$ cat src/rtl/mem_access_arbiter.sv
// rtl/mem_access_arbiter.sv - two-requester arbiter for the single ram256x8 MOV/MOC port
module mem_access_arbiter #(
  parameter int TIMEOUT_CYCLES = 15,
  parameter int STARVE_LIMIT   = 3
) (
  input  logic        clk,
  input  logic        rst_n,
  input  logic        f_req,
  input  logic [31:0] f_addr,
  output logic        f_done,
  output logic [31:0] f_rdata,
  input  logic        d_req,
  input  logic        d_rw,
  input  logic [2:0]  d_ms,
  input  logic [31:0] d_addr,
  input  logic [31:0] d_wdata,
  output logic        d_done,
  output logic [31:0] d_rdata,
  output logic        err,
  output logic        mov,
  output logic        mem_rw,
  output logic [2:0]  mem_ms,
  output logic [31:0] mem_addr,
  output logic [31:0] mem_din,
  input  logic        moc,
  input  logic [31:0] mem_dout,
  output logic        busy,
  output logic        owner
);

  typedef enum logic [1:0] {
    S_IDLE    = 2'd0,
    S_ACCESS  = 2'd1,
    S_RECOVER = 2'd2
  } state_t;

  // Last ACCESS cycle index: the abort fires on the edge ending the TIMEOUT_CYCLES-th cycle.
  localparam logic [7:0] TCNT_LAST  = 8'(TIMEOUT_CYCLES - 1);
  localparam logic [3:0] STARVE_MAX = 4'(STARVE_LIMIT);

  state_t     state, state_next;
  logic [7:0] tcnt;
  logic [3:0] starve_cnt;
  logic       grant_any, grant_d, acc_moc, acc_tmo;

  // MOV and BUSY are pure decodes of the state register, so a reset drops them at once.
  assign mov  = (state == S_ACCESS);
  assign busy = (state != S_IDLE);

  // State register.
  always_ff @(posedge clk or negedge rst_n) begin
    if (!rst_n) state <= S_IDLE;
    else        state <= state_next;
  end

  // Next-state decode plus the grant and access-end strobes used by the datapath.
  always_comb begin
    state_next = state;
    grant_any  = 1'b0;
    grant_d    = 1'b0;
    acc_moc    = 1'b0;
    acc_tmo    = 1'b0;
    case (state)
      S_IDLE: begin
        grant_any = f_req | d_req;
        grant_d   = d_req & ~(f_req & (starve_cnt == STARVE_MAX));
        if (grant_any) state_next = S_ACCESS;
      end
      S_ACCESS: begin
        acc_moc = moc;
        acc_tmo = ~moc & (tcnt == TCNT_LAST);
        if (acc_moc | acc_tmo) state_next = S_RECOVER;
      end
      S_RECOVER: begin
        if (!moc) state_next = S_IDLE;
      end
      default: state_next = S_IDLE;
    endcase
  end

  // Grant latching, timeout/starve counting, completion pulses and read-data capture.
  always_ff @(posedge clk or negedge rst_n) begin
    if (!rst_n) begin
      owner      <= 1'b0;
      mem_rw     <= 1'b0;
      mem_ms     <= 3'b000;
      mem_addr   <= 32'h0;
      mem_din    <= 32'h0;
      f_done     <= 1'b0;
      d_done     <= 1'b0;
      err        <= 1'b0;
      f_rdata    <= 32'h0;
      d_rdata    <= 32'h0;
      tcnt       <= 8'h0;
      starve_cnt <= 4'h0;
    end else begin
      f_done <= 1'b0;
      d_done <= 1'b0;
      err    <= 1'b0;
      if (grant_any) begin
        tcnt <= 8'h0;
        if (grant_d) begin
          owner      <= 1'b1;
          mem_rw     <= d_rw;
          mem_ms     <= d_ms;
          mem_addr   <= d_addr;
          mem_din    <= d_wdata;
          starve_cnt <= f_req ? starve_cnt + 4'd1 : 4'h0;
        end else begin
          owner      <= 1'b0;
          mem_rw     <= 1'b1;
          mem_ms     <= 3'b010;
          mem_addr   <= f_addr;
          mem_din    <= 32'h0;
          starve_cnt <= 4'h0;
        end
      end
      if (acc_moc | acc_tmo) begin
        f_done <= ~owner;
        d_done <= owner;
        err    <= acc_tmo;
        if (mem_rw) begin
          if (owner) d_rdata <= acc_moc ? mem_dout : 32'h0;
          else       f_rdata <= acc_moc ? mem_dout : 32'h0;
        end
      end else if (state == S_ACCESS) begin
        tcnt <= tcnt + 8'd1;
      end
      if (state == S_RECOVER && !moc) tcnt <= 8'h0;
    end
  end

endmodule

$ cat config.mk
export PLATFORM = sky130hd
export DESIGN_NAME = mem_access_arbiter
export DESIGN_NICKNAME = d
export VERILOG_FILES = /design/src/rtl/mem_access_arbiter.sv
export SDC_FILE = /design/constraint.sdc
export NUM_CORES = 1
export LEC_CHECK = 0
export CORE_AREA = 8 8 130 132
export DETAILED_ROUTE_END_ITERATION = 7
export DIE_AREA = 0 0 138 140
export HOLD_SLACK_MARGIN = 0.06
export PLACE_DENSITY_LB_ADDON = 0.3
export SLEW_MARGIN = 5
export SYNTH_ARGS = -nofsm -noshare
export SYNTH_HDL_FRONTEND = slang
export SYNTH_SLANG_ARGS = --single-unit
$ cat constraint.sdc
create_clock -name clk -period 2.5 [get_ports clk]
set_clock_uncertainty 0.05 [all_clocks]
set_input_delay 0.5 -clock clk [delete_from_list [all_inputs] [get_ports clk]]
set_output_delay 0.5 -clock clk [all_outputs]
set_load 0.1 [all_outputs]
==> results.cfg <==
[finish]
finalNetCount = 874
nFillCells = 1195
multi_input_area_um2 = 2020
drive_above_1_share = 0.254
antenna_cells = 0
regArea_um2 = 3750
area_growth_pct = 54.4

[global_route]
grt_start_max_net_pins = 65
track_usage = 0.179
grt.overflow.total = 0
antenna_found_initial = 0
grt_pass1_wl_um = 28000
grt_pass1_vias = 5167

[clock_network]
cts.sinks = 150
clk_latency_ps = 410
cts-buffers-inserted = 17
h-tree-depth = 4
cts_resized = 0
cts_tree = done
clk_pin_slew_ps = 60
cts_max_path_buffers = 2
cts_root_buf = clkbuf_16

[synth]
synth_common_cells = 150 x dfrtp_1, 99 x a22o_1, 41 x nand2_1, 33 x mux2i_1, 25 x o21ai_0
yosysTopAreaCell = dfrtp_1
syn-num-nets = 599
avgSynthCellArea_um2 = 13.0
ys_warn_count = 0
synthCells = 459
synth-edff-count = 0
ys_ff_latch = 150
netlist_area_um2 = 5950
yosysSeqAreaShare = 0.630
async_flop_share = 1.00
synth_area_leaders = dfrtp_1 63%, a22o_1 15%, mux2i_1 5.5%, nand2_1 2.6%, o21ai_0 2.1%
synth-main-ff-cell = dfrtp_1
ys_types = 41
yosysMostFrequentCell = dfrtp_1
yosys.area.top_type_share = 0.630

[die]
die_width_um = 138
start_util = 0.401
io_pins = 275
core_area_um2 = 14900
std_cell_rows = 45
die_area_um2 = 19300
die_y_um = 140

[timing]
slew_headroom = 0.563
setup-tns-final_ps = 0
maxSlewViolCount = 0
period_share = 0.886
tightest_slew_ps = 649
rsz0062_at_grt = no
clock.fmax_mhz = 451
hold_viol = 0
period_needed_ps = 2220
setup_viol = 0
fin_ws_ps = 285

[drt]
drtIter0Drc = 265
wl_per_cell_um = 18.8
detail-route-antenna-nets = 0
drc = 0
via_per_inst = 5.18
firstDrtPassIters = 4
via_count = 4824
drt_wl_total_um = 17500

[placement]
portBuffers = 274
gp_congestion = 0.825
dp_hpwl_um = 13000
place_ws_ps = 119

[run]
drv_cap = 0

[critical_path]
r2r_start = tcnt[0]
start_kind = flip-flop
reg2reg_to = d_rdata[5]
endpoint_kind = flip-flop
r2r_cells = 7
critPathLaunch = tcnt[0]
required_ps = 2740
worstSetupPathType = reg2reg
endpoint = d_rdata[5]
cp_max_fo = 32
cp.arrival_ps = 2450
reg2reg_slack_ps = 280

[status]
status = finished clean

[hold_path]
hp-class = reg2reg
-- through the flow --
step	cells	utilization	area (um^2)	hold slack, ps
2_1_floorplan	459	-	5950	154
3_3_place_gp	902	0.580	8620	402
3_5_place_dp	902	0.580	8620	409
4_1_cts	931	0.618	9190	436
5_1_grt	931	0.618	9190	445
6_report	931	0.618	9190	434
-- kinds of logic after synthesis --
| logic type | count (synthesis) | share of synthesized area |
|---|---|---|
| AO/OA/AOI/OAI | 152 | 0.200 |
| XOR/XNOR | 1 | 0.00147 |
| adder cells (fa/ha/maj) | 3 | 0.00630 |
| buffers and inverters | 38 | 0.0328 |
| flip-flops | 150 | 0.630 |
| multiplexers | 36 | 0.0611 |
| AND/OR/NAND/NOR | 79 | 0.0675 |
-- routing by layer --
| layer | GRT usage | part of all wire | vias up | routed length, um |
|---|---|---|---|---|
| li1 | - | - | 2242 | - |
| met1 | 0.205 | 0.41 | 2392 | 7130 |
| met2 | 0.313 | 0.52 | 163 | 9200 |
| met3 | 0.0446 | 0.044 | 27 | 766 |
| met4 | 0.0749 | 0.026 | 0 | 450 |
| met5 | 0 | 0 | - | 0 |
-- registers in the layout, indices dropped and copies added, names as in the netlist --
signal	count
d_done	1
d_rdata	32
err	1
f_done	1
f_rdata	32
mem_addr	32
mem_din	32
mem_ms	3
mem_rw	1
owner	1
starve_cnt	4
state	2
tcnt	8
-- layout make-up --
| class | instances | area share |
|---|---|---|
| Clock buffer | 20 | 0.0497 |
| Sequential cell | 150 | 0.408 |
| Clock inverter | 8 | 0.0113 |
| Inverter | 7 | 0.00286 |
| Tap cell | 188 | 0.0256 |
| Timing Repair Buffer | 287 | 0.283 |
| Multi-Input combinational cell | 271 | 0.220 |
-- worst min path at each step --
stage,endpoint,slack [ps],cells after the start,startpoint
floorplan,d_done,150,0,rst_n
global placement,mem_din[6],400,1,rst_n
detailed placement,mem_din[9],410,1,rst_n
CTS,mem_addr[12],440,2,mem_addr[12]
global route,mem_addr[12],450,2,mem_addr[12]
finish,mem_addr[12],430,2,mem_addr[12]
-- critical path: stages (launching register included) --
cell and delay, ps:
dfrtp_1 430, inv_1 80, ha_1 130, or3b_4 410, o41ai_4 390, nand4_4 150, buf_12 190, a22o_1 250
-- cells in the final DEF (no fill, tap or decap), types with 2 or more instances in the layout --
cell type | Yosys | routed
nor2_2 | 0 | 2
nor3b_1 | 3 | 3
o41ai_1 | 2 | 2
clkdlybuf4s50_1 | 0 | 135
nand4_4 | 2 | 2
a21oi_1 | 4 | 4
nand2b_1 | 4 | 4
nor2_1 | 11 | 9
nor4_1 | 2 | 2
clkbuf_8 | 0 | 2
nand2_1 | 41 | 41
nor2b_1 | 2 | 2
o21ai_1 | 12 | 12
bufinv_16 | 0 | 2
a22o_1 | 99 | 99
buf_12 | 0 | 8
clkinvlp_4 | 0 | 4
buf_4 | 0 | 142
ha_1 | 3 | 3
nand3_1 | 4 | 4
o21ai_0 | 25 | 25
inv_1 | 7 | 7
dfrtp_1 | 150 | 150
clkbuf_16 | 0 | 17
mux2i_1 | 33 | 33
mux2_2 | 3 | 3
nand4_1 | 3 | 3
-- what timing repair did --
| item | CTS | global route |
|---|---|---|
| hold buffers | 1 | 0 |
| endpoints found under the hold margin | 45 | 0 |
| buffers inserted | 0 | 0 |
Power is left out: the tool's default activity adds up to more than one toggle a clock period on the data nets, which glitch-free logic cannot reach.
